`src/rtl/stack_ctrl.sv`:
```
// Sequencer/arbiter for a 16-entry return-address stack shared by the core (port 0) and interrupt (port 1) paths.
// Optional macro STACK_CTRL_RR_EN replaces fixed port-1 priority with round-robin arbitration.
module stack_ctrl #(
  parameter int DATA_W = 11,
  parameter int DEPTH  = 16,
  parameter int CNT_W  = 5
) (
  input  logic              clk,
  input  logic              reset,
  input  logic              req0_push,
  input  logic              req0_pop,
  input  logic [DATA_W-1:0] req0_data,
  output logic              req0_ack,
  input  logic              req1_push,
  input  logic              req1_pop,
  input  logic [DATA_W-1:0] req1_data,
  output logic              req1_ack,
  input  logic              flush,
  output logic [DATA_W-1:0] rsp_data,
  output logic              rsp_valid,
  output logic              rsp_err,
  output logic              stk_push,
  output logic              stk_pop,
  output logic              stk_reset,
  output logic [DATA_W-1:0] stk_din,
  input  logic [DATA_W-1:0] stk_dout,
  output logic [CNT_W-1:0]  depth,
  output logic              full,
  output logic              empty,
  output logic              err_ovf,
  output logic              err_unf
);

  typedef enum logic [1:0] {IDLE, EXEC, DONE, FLUSH} state_t;

  localparam logic [CNT_W-1:0] DEPTH_C = CNT_W'(DEPTH);
  localparam logic [CNT_W-1:0] ONE_C   = CNT_W'(1);

  state_t            state_q, state_d;
  logic [CNT_W-1:0]  depth_q, depth_d;
  logic              grant_q, grant_d;
  logic              op_push_q, op_push_d;
  logic [DATA_W-1:0] data_q, data_d;
  logic              pend_q, pend_d;
  logic              err_ovf_q, err_ovf_d;
  logic              err_unf_q, err_unf_d;
  logic              ack0_q, ack0_d;
  logic              ack1_q, ack1_d;
  logic              rsp_valid_q, rsp_valid_d;
  logic              rsp_err_q, rsp_err_d;
  logic [DATA_W-1:0] rsp_data_q, rsp_data_d;

  logic any0, any1, pick1, grant_now;

  assign any0 = req0_push | req0_pop;
  assign any1 = req1_push | req1_pop;
  assign grant_now = (state_q == IDLE) && !(flush || pend_q) && (any0 || any1);

`ifdef STACK_CTRL_RR_EN
  // prio_q names the port that wins the next contended grant.
  logic prio_q, prio_d;

  assign pick1 = any1 & (~any0 | prio_q);

  always_comb begin
    prio_d = prio_q;
    if (grant_now) prio_d = ~pick1;
  end

  always_ff @(posedge clk or posedge reset) begin
    if (reset) prio_q <= 1'b0;
    else       prio_q <= prio_d;
  end
`else
  assign pick1 = any1;
`endif

  always_comb begin
    state_d     = state_q;
    depth_d     = depth_q;
    grant_d     = grant_q;
    op_push_d   = op_push_q;
    data_d      = data_q;
    pend_d      = pend_q;
    err_ovf_d   = err_ovf_q;
    err_unf_d   = err_unf_q;
    ack0_d      = 1'b0;
    ack1_d      = 1'b0;
    rsp_valid_d = 1'b0;
    rsp_err_d   = 1'b0;
    rsp_data_d  = rsp_data_q;
    stk_push    = 1'b0;
    stk_pop     = 1'b0;
    case (state_q)
      IDLE: begin
        if (flush || pend_q) begin
          state_d = FLUSH;
          pend_d  = 1'b0;
        end else if (grant_now) begin
          grant_d   = pick1;
          op_push_d = pick1 ? req1_push : req0_push;
          data_d    = pick1 ? req1_data : req0_data;
          state_d   = EXEC;
        end
      end
      EXEC: begin
        if (flush) pend_d = 1'b1;
        ack0_d  = ~grant_q;
        ack1_d  = grant_q;
        state_d = DONE;
        if (op_push_q) begin
          if (depth_q != DEPTH_C) begin
            stk_push = 1'b1;
            depth_d  = depth_q + ONE_C;
          end else begin
            err_ovf_d = 1'b1;
            rsp_err_d = 1'b1;
          end
        end else if (depth_q != '0) begin
          // Top of stack is read before the pointer moves on this edge.
          stk_pop     = 1'b1;
          rsp_data_d  = stk_dout;
          rsp_valid_d = 1'b1;
          depth_d     = depth_q - ONE_C;
        end else begin
          rsp_data_d = '0;
          err_unf_d  = 1'b1;
          rsp_err_d  = 1'b1;
        end
      end
      DONE: begin
        if (flush) pend_d = 1'b1;
        state_d = IDLE;
      end
      FLUSH: begin
        depth_d   = '0;
        err_ovf_d = 1'b0;
        err_unf_d = 1'b0;
        state_d   = IDLE;
      end
      default: state_d = IDLE;
    endcase
  end

  always_ff @(posedge clk or posedge reset) begin
    if (reset) begin
      state_q     <= IDLE;
      depth_q     <= '0;
      grant_q     <= 1'b0;
      op_push_q   <= 1'b0;
      pend_q      <= 1'b0;
      err_ovf_q   <= 1'b0;
      err_unf_q   <= 1'b0;
      ack0_q      <= 1'b0;
      ack1_q      <= 1'b0;
      rsp_valid_q <= 1'b0;
      rsp_err_q   <= 1'b0;
      rsp_data_q  <= '0;
    end else begin
      state_q     <= state_d;
      depth_q     <= depth_d;
      grant_q     <= grant_d;
      op_push_q   <= op_push_d;
      pend_q      <= pend_d;
      err_ovf_q   <= err_ovf_d;
      err_unf_q   <= err_unf_d;
      ack0_q      <= ack0_d;
      ack1_q      <= ack1_d;
      rsp_valid_q <= rsp_valid_d;
      rsp_err_q   <= rsp_err_d;
      rsp_data_q  <= rsp_data_d;
    end
  end

  // Latched push data is only consumed after EXEC is entered, so it needs no reset.
  always_ff @(posedge clk) begin
    data_q <= data_d;
  end

  assign stk_reset = reset | (state_q == FLUSH);
  assign stk_din   = data_q;
  assign req0_ack  = ack0_q;
  assign req1_ack  = ack1_q;
  assign rsp_valid = rsp_valid_q;
  assign rsp_err   = rsp_err_q;
  assign rsp_data  = rsp_data_q;
  assign depth     = depth_q;
  assign full      = (depth_q == DEPTH_C);
  assign empty     = (depth_q == '0);
  assign err_ovf   = err_ovf_q;
  assign err_unf   = err_unf_q;

endmodule

```
`config.mk`:
```
export PLATFORM = sky130hd
export DESIGN_NAME = stack_ctrl
export DESIGN_NICKNAME = d
export VERILOG_FILES = /design/src/rtl/stack_ctrl.sv
export SDC_FILE = /design/constraint.sdc
export NUM_CORES = 1
export LEC_CHECK = 0
export ABC_AREA = 1
export CORE_MARGIN = 4
export CORE_UTILIZATION = 43
export CTS_CLUSTER_DIAMETER = 200
export DETAILED_ROUTE_END_ITERATION = 10
export GPL_TIMING_DRIVEN = 0
export PLACE_DENSITY = 0.8
export SLEW_MARGIN = 20
export SYNTH_ARGS = -nofsm -noshare
export SYNTH_HDL_FRONTEND = slang
export SYNTH_SLANG_ARGS = --single-unit
```
`constraint.sdc`:
```
create_clock -name clk -period 2.3 [get_ports clk]
set_input_delay 0.345 -clock clk [delete_from_list [all_inputs] [get_ports clk]]
set_output_delay 0.345 -clock clk [all_outputs]
set_load 0.03 [all_outputs]
```
==> flow_summary.ini, run 1 <==
[run]
maxCapViolations = 0

[floorplan]
io_pins = 78
start_util = 0.457
dieArea_um2 = 5490
die_x_um = 74.1
fp.dieH_um = 74.1
row_count = 23
core-area_um2 = 4120

[clock_tree]
cts_made_buffers = 5
htreeDepth = 2
clkSinkCount = 38
clk_path_buf_depth = 2
clk_pin_slew_ns = 0.08
cts_tree = done
root_buffer = clkbuf_8
clk_latency_ns = 0.29

[grt]
gr-usage-all-layers = 0.184
grt_pass1_vias = 1618
gr-total-overflow = 0
grt_first_pass_wirelength_mm = 7.55
antenna_found_initial = 0
grt_max_degree = 15

[final_layout]
n_fill_cell = 323
drive_gt1_frac = 0.123
layout.nets = 356
area_growth_pct = 54.5
finalInstanceArea_um2 = 2900
antenna_cells = 0

[setup_path]
critPathLaunchType = register
crit_fanout = 6
cp_slowest_stage_delay_ns = 0.66
cp_data_arrival_time_ns = 1.81
reg2reg_depth = 4
worstReg2RegStart = state_q[1]
regToRegEndpoint = stk_din[5]
required_ns = 1.96
worst_setup_path_end_kind = primary output
reg2reg_slack_ns = 0.30
cp_top_family = buffers and inverters
path_cells = nor2_4 -> nand3_2 -> inv_2 -> clkdlybuf4s50_1
worstSetupPathType = reg -> out
cpMaxStageDelayCell = clkdlybuf4s50_1
crit_buf_inv = 2
critPathLaunch = depth[0]

[synth]
synth_top_area_share = 0.360
synth-seq-cells = 38
synth_area_per_cell_um2 = 8.66
synth.distinct_cells = 28
syn_area_um2 = 1880
synth_cells = 217
synth_top_cell_by_area = dfrtp_1
syn_nets = 265
yosys_warnings = 0
synth_seq_area_share = 0.535
synth_area_leaders = dfrtp_1 (36%), nand2_1 (20%), edfxtp_1 (18%), ha_1 (4.7%), inv_1 (3.0%)

[worst_hold_path]
min_from = grant_q
hp-class = reg -> reg
min_path_cells = 1
whs_endpoint = req0_ack

[routing]
avgViaCountPerCell = 4.76
wl_per_cell_um = 14.1
route.detailed.drc = 0
wirelength_mm = 5.06
via_count = 1708
drt_iter0_drc = 53
first_pass_iters = 4
ant_nets = 0

[sta]
fmax_mhz = 465
finalSetupTns_ns = 0
finalHoldViolations = 0
finalCriticalPeriod_ns = 2.15
rsz0062_at_grt = no
finClkSkew_ns = 0.00495
finalSetupViolCount = 0
worst_slew_pin_slew_ns = 1.03
slew_viol_final = 0
maxSlewHeadroom = 0.310
finalCritPeriodShare = 0.935

[outcome]
status = complete, no violations

[placement]
placedInstanceArea_um2 = 2710
gp_congestion = 0.807
hpwl_mm = 3.73
port-buffer-count = 77

[power_and_ir_drop]
vdd_drop_max_mv = 0.975
power_leakage_uw = 0.00142
p_total_uw = 3900
pwr_density_cell_nw_per_um2 = 1340
## layout by cell type, fill, tap and decap left out, types with 2 or more instances in the layout
cell,instances
a21oi_1,3
buf_2,2
buf_4,6
bufinv_16,2
clkbuf_2,2
clkbuf_8,5
clkdlybuf4s50_1,74
dfrtp_1,27
edfxtp_1,11
ha_1,6
inv_1,14
inv_2,4
nand2_1,98
nand2_2,3
nand2_4,2
nand3_1,6
nand3_2,2
nand4_1,2
nor2_1,14
nor2_4,2
o21ai_0,5
o21ai_1,3
## state kept, by name, summed over array words and instances (netlist names)
name	count
rsp_data	11
stk_din	11
err_ovf	1
err_unf	1
rsp_err	1
req1_ack	1
grant_q	1
state_q	2
depth	5
pend_q	1
req0_ack	1
op_push_q	1
rsp_valid	1
## worst max-delay path by stage
stage          slack (ns)         to  cells after the start
2_1_floorplan        0.65  stk_reset                      2
3_3_place_gp        -0.36  stk_reset                      4
3_5_place_dp        -0.36  stk_reset                      4
4_1_cts            0.0004    stk_pop                      8
5_1_grt              0.04      empty                      4
6_report             0.15      empty                      4
## per-layer routing
layer | global-route usage | wire, µm
met5 | 0 | 0
met4 | 0.0483 | 60
met3 | 0.0405 | 293
met2 | 0.333 | 2730
met1 | 0.220 | 1990
## power breakdown
part           internal, µW  total [µW]  switching, µW
registers               957        1130            178
logic                   824        2090           1260
clock network           435         676            241
total                  2220        3900           1680
## what timing repair did
action / 4_1_cts / 5_1_grt
cloned: 1 / 0
setup buffers: 0 / 6
gates resized for setup: 4 / 3
setup endpoints to repair: 3 / 3
hold buffers: 0 / 0
## kinds of logic (layout without fill, tap and decap cells)
kind of cell               after synthesis  after routing  synth area share
buffers and inverters                   24            116            0.0539
adders and majority gates                8              8            0.0573
and+or+nand+nor                        132            132             0.307
DFF                                     38             38             0.535
xor gates and xnor gates                 1              1           0.00466
AOI/OAI and AO/OA                       14             14            0.0419
## synth_stat cells (all sizes together)
| cell | instances |
|---|---|
| nand4 | 2 |
| inv | 19 |
| a21o | 1 |
| xor2 | 1 |
| o211ai | 1 |
| buf | 3 |
| or2 | 1 |
| fa | 1 |
| dfrtp | 27 |
| edfxtp | 11 |
| nor2 | 16 |
| nand3 | 8 |
| a21oi | 4 |
| nand2 | 103 |
| ha | 7 |
| clkbuf | 2 |
| o21ai | 8 |
| nor3 | 2 |
## through the flow
step / util / setup WS [ns] / hold WS [ns] / instances
2_1_floorplan: - / 0.647 / 0.406 / 217
3_3_place_gp: 0.659 / -0.361 / 0.446 / 344
3_5_place_dp: 0.659 / -0.357 / 0.456 / 344
4_1_cts: 0.695 / 0.000423 / 0.468 / 353
5_1_grt: 0.705 / 0.0442 / 0.485 / 359
6_report: 0.705 / 0.149 / 0.470 / 359
## final cells by class
class | count | area (µm²) | share of cell area
sequential | 38 | 1010 | 0.347
timing repair buffer | 83 | 812 | 0.280
multi-input combinational | 155 | 774 | 0.267
inverter | 19 | 75.1 | 0.0259
clock buffer | 5 | 68.8 | 0.0237
clock inverter | 3 | 68.8 | 0.0237
tap | 50 | 62.6 | 0.0216
buffer | 5 | 30.0 | 0.0103
timing repair inverter | 1 | 5.00 | 0.00172
(Power assumes the default switching activity.)
==> run 2, diff against run 1 <==
- clock period: 2.3 -> 2.2 ns (I/O delays scaled with it)
==> run 2 against run 1 <==
Against the previous run: core utilization down 0.49 points; critical endpoint is now stk_pop; register-to-register slack got worse by 0.13 ns; clock-buffer cell count unchanged; worst hold slack gained 0.0015 ns; global-route usage rose by 0.11 points; first-iteration DRC count is 25% lower; clock power rose by 5.0%; largest power group unchanged; critical path depth is 4 higher; combinational power grew 4%; flip-flop and latch count unchanged.
==> flow_summary.ini, run 2 (synthesized netlist as in run 1, its figures left out) <==
[routing]
route.detailed.drc = 0
avgViaCountPerCell = 4.77
via_count = 1688
ant_nets = 0
wirelength_mm = 4.99
drt_iter0_drc = 40
first_pass_iters = 4
wl_per_cell_um = 14.1

[floorplan]
row_count = 23
start_util = 0.457
dieArea_um2 = 5490
die_x_um = 74.1
io_pins = 78
fp.dieH_um = 74.1
core-area_um2 = 4120

[setup_path]
reg2reg_depth = 4
critPathCapture = stk_pop
required_ns = 1.87
regToRegEndpoint = stk_din[2]
worstReg2RegStart = state_q[1]
critPathLaunchType = register
cp_data_arrival_time_ns = 1.77
worst_setup_path_end_kind = primary output
crit_fanout = 11
reg2reg_slack_ns = 0.17
worstSetupPathType = reg -> out
critPathLaunch = state_q[1]

[final_layout]
drive_gt1_frac = 0.109
final_common_cell = nand2_1
area_growth_pct = 53.4
layout.nets = 351
final_core_util = 0.701
n_fill_cell = 324
antenna_cells = 0
mostFrequentLayoutCells = nand2_1 (98), clkdlybuf4s50_1 (72), dfrtp_1 (27)

[sta]
maxSlewHeadroom = 0.315
finalSetupTns_ns = 0
finalHoldViolations = 0
finalCriticalPeriod_ns = 2.10
finClkSkew_ns = 0.00507
finalSetupViolCount = 0
finalCritPeriodShare = 0.955
slew_viol_final = 0
worst_slew_pin_slew_ns = 1.02
fmax_mhz = 476
hold-worst-slack_ns = 0.471
timing.final.ws_setup_ns = 0.0995

[grt]
gr-usage-all-layers = 0.185
grt_max_degree = 15
use_met3 = 0.0405
grt_first_pass_wirelength_mm = 7.59
antenna_found_initial = 0
gr-total-overflow = 0
grt_util_met2 = 0.333
grt-busiest-layer = met2
met1_usage = 0.224
grt_pass1_vias = 1624

[clock_tree]
clk_path_buf_depth = 2
cts_tree = done
clkSinkCount = 38
clk_latency_ns = 0.29
htreeDepth = 2
root_buffer = clkbuf_8
cts_made_buffers = 5
hold_buffers = 0
clk_pin_slew_ns = 0.08

[run]
maxCapViolations = 0

[power_and_ir_drop]
swShare = 0.431
vdd_drop_max_mv = 1.02
p_comb_frac = 0.533
p_total_uw = 4070
p_clk_frac = 0.174
p_int_uw = 2320
seqPwrFrac = 0.292
p_switching_uw = 1760
power_leakage_uw = 0.00141
pwr_density_cell_nw_per_um2 = 1410

[placement]
dp_slack_ns = -0.427
hpwl_mm = 3.73
port-buffer-count = 77
gp_congestion = 0.807

[outcome]
status = complete, no violations

[worst_hold_path]
hp-class = reg -> reg
==> run 2: cell count changes in the layout (fill, tap and decap cells not counted) <==
cell             before  now
clkdlybuf4s15_2       0    1
dlymetal6s2s_1        1    2
clkdlybuf4s50_1      74   72
buf_4                 6    1
ha_2                  1    0
clkbuf_2              2    1
dlygate4sd2_1         1    2
ha_4                  0    1
==> run 2: worst max-delay path, stage by stage (launching register included) <==
cell and delay (ns):
dfrtp_1 0.39, inv_1 0.17, ha_4 0.21, nand2_2 0.09, inv_2 0.07, nand2_1 0.06, inv_2 0.07, buf_6 0.13
clkdlybuf4s15_2 0.30
==> run 2: power by group through the flow <==
stage | clock, µW | sequential, µW | combinational (µW)
floorplan | 0 | 1580 | 1010
global placement | 0 | 1190 | 2120
detailed placement | 0 | 1200 | 2160
CTS | 721 | 1190 | 2180
global route | 755 | 1220 | 2390
finish | 710 | 1190 | 2170
==> run 2: how the worst min path moves through the flow <==
stage	from	to	slack (ns)	cells past startpoint
after global placement	grant_q	req0_ack	0.45	1
after floorplan	reset	depth[0]	0.39	1
final	grant_q	req0_ack	0.47	1
after CTS	grant_q	req0_ack	0.47	1
after global routing	grant_q	req0_ack	0.48	1
after detailed placement	grant_q	req0_ack	0.46	1
==> run 2: final cells by class <==
cell class	count	area, µm²	area share
plain buffers	5	30.0	0.0104
clock buffers	5	68.8	0.0239
clock inverters	3	68.8	0.0239
inverters	19	75.1	0.0260
multi-input cells	155	785	0.272
flip-flops and latches	38	1010	0.349
well taps	50	62.6	0.0217
repair buffers	78	782	0.271
repair inverters	1	5.00	0.00174
==> run 2: timing repair <==
| item | 4_1_cts | 5_1_grt |
|---|---|---|
| endpoints found under the setup margin | 3 | 3 |
| gates cloned | 1 | 0 |
| buffers inserted | 1 | 0 |
| gates resized for setup | 7 | 3 |
==> run 2: layer usage <==
layer  wire length [µm]  share of wire
met1               1960           0.39
met2               2610           0.52
met3                343          0.069
met4                 76          0.015
met5                  0              0
==> run 2: metrics by stage <==
step	std cells	cell area [µm²]
floorplan	217	1880
global placement	344	2710
detailed placement	344	2710
CTS	354	2870
global route	354	2880
finish	354	2880
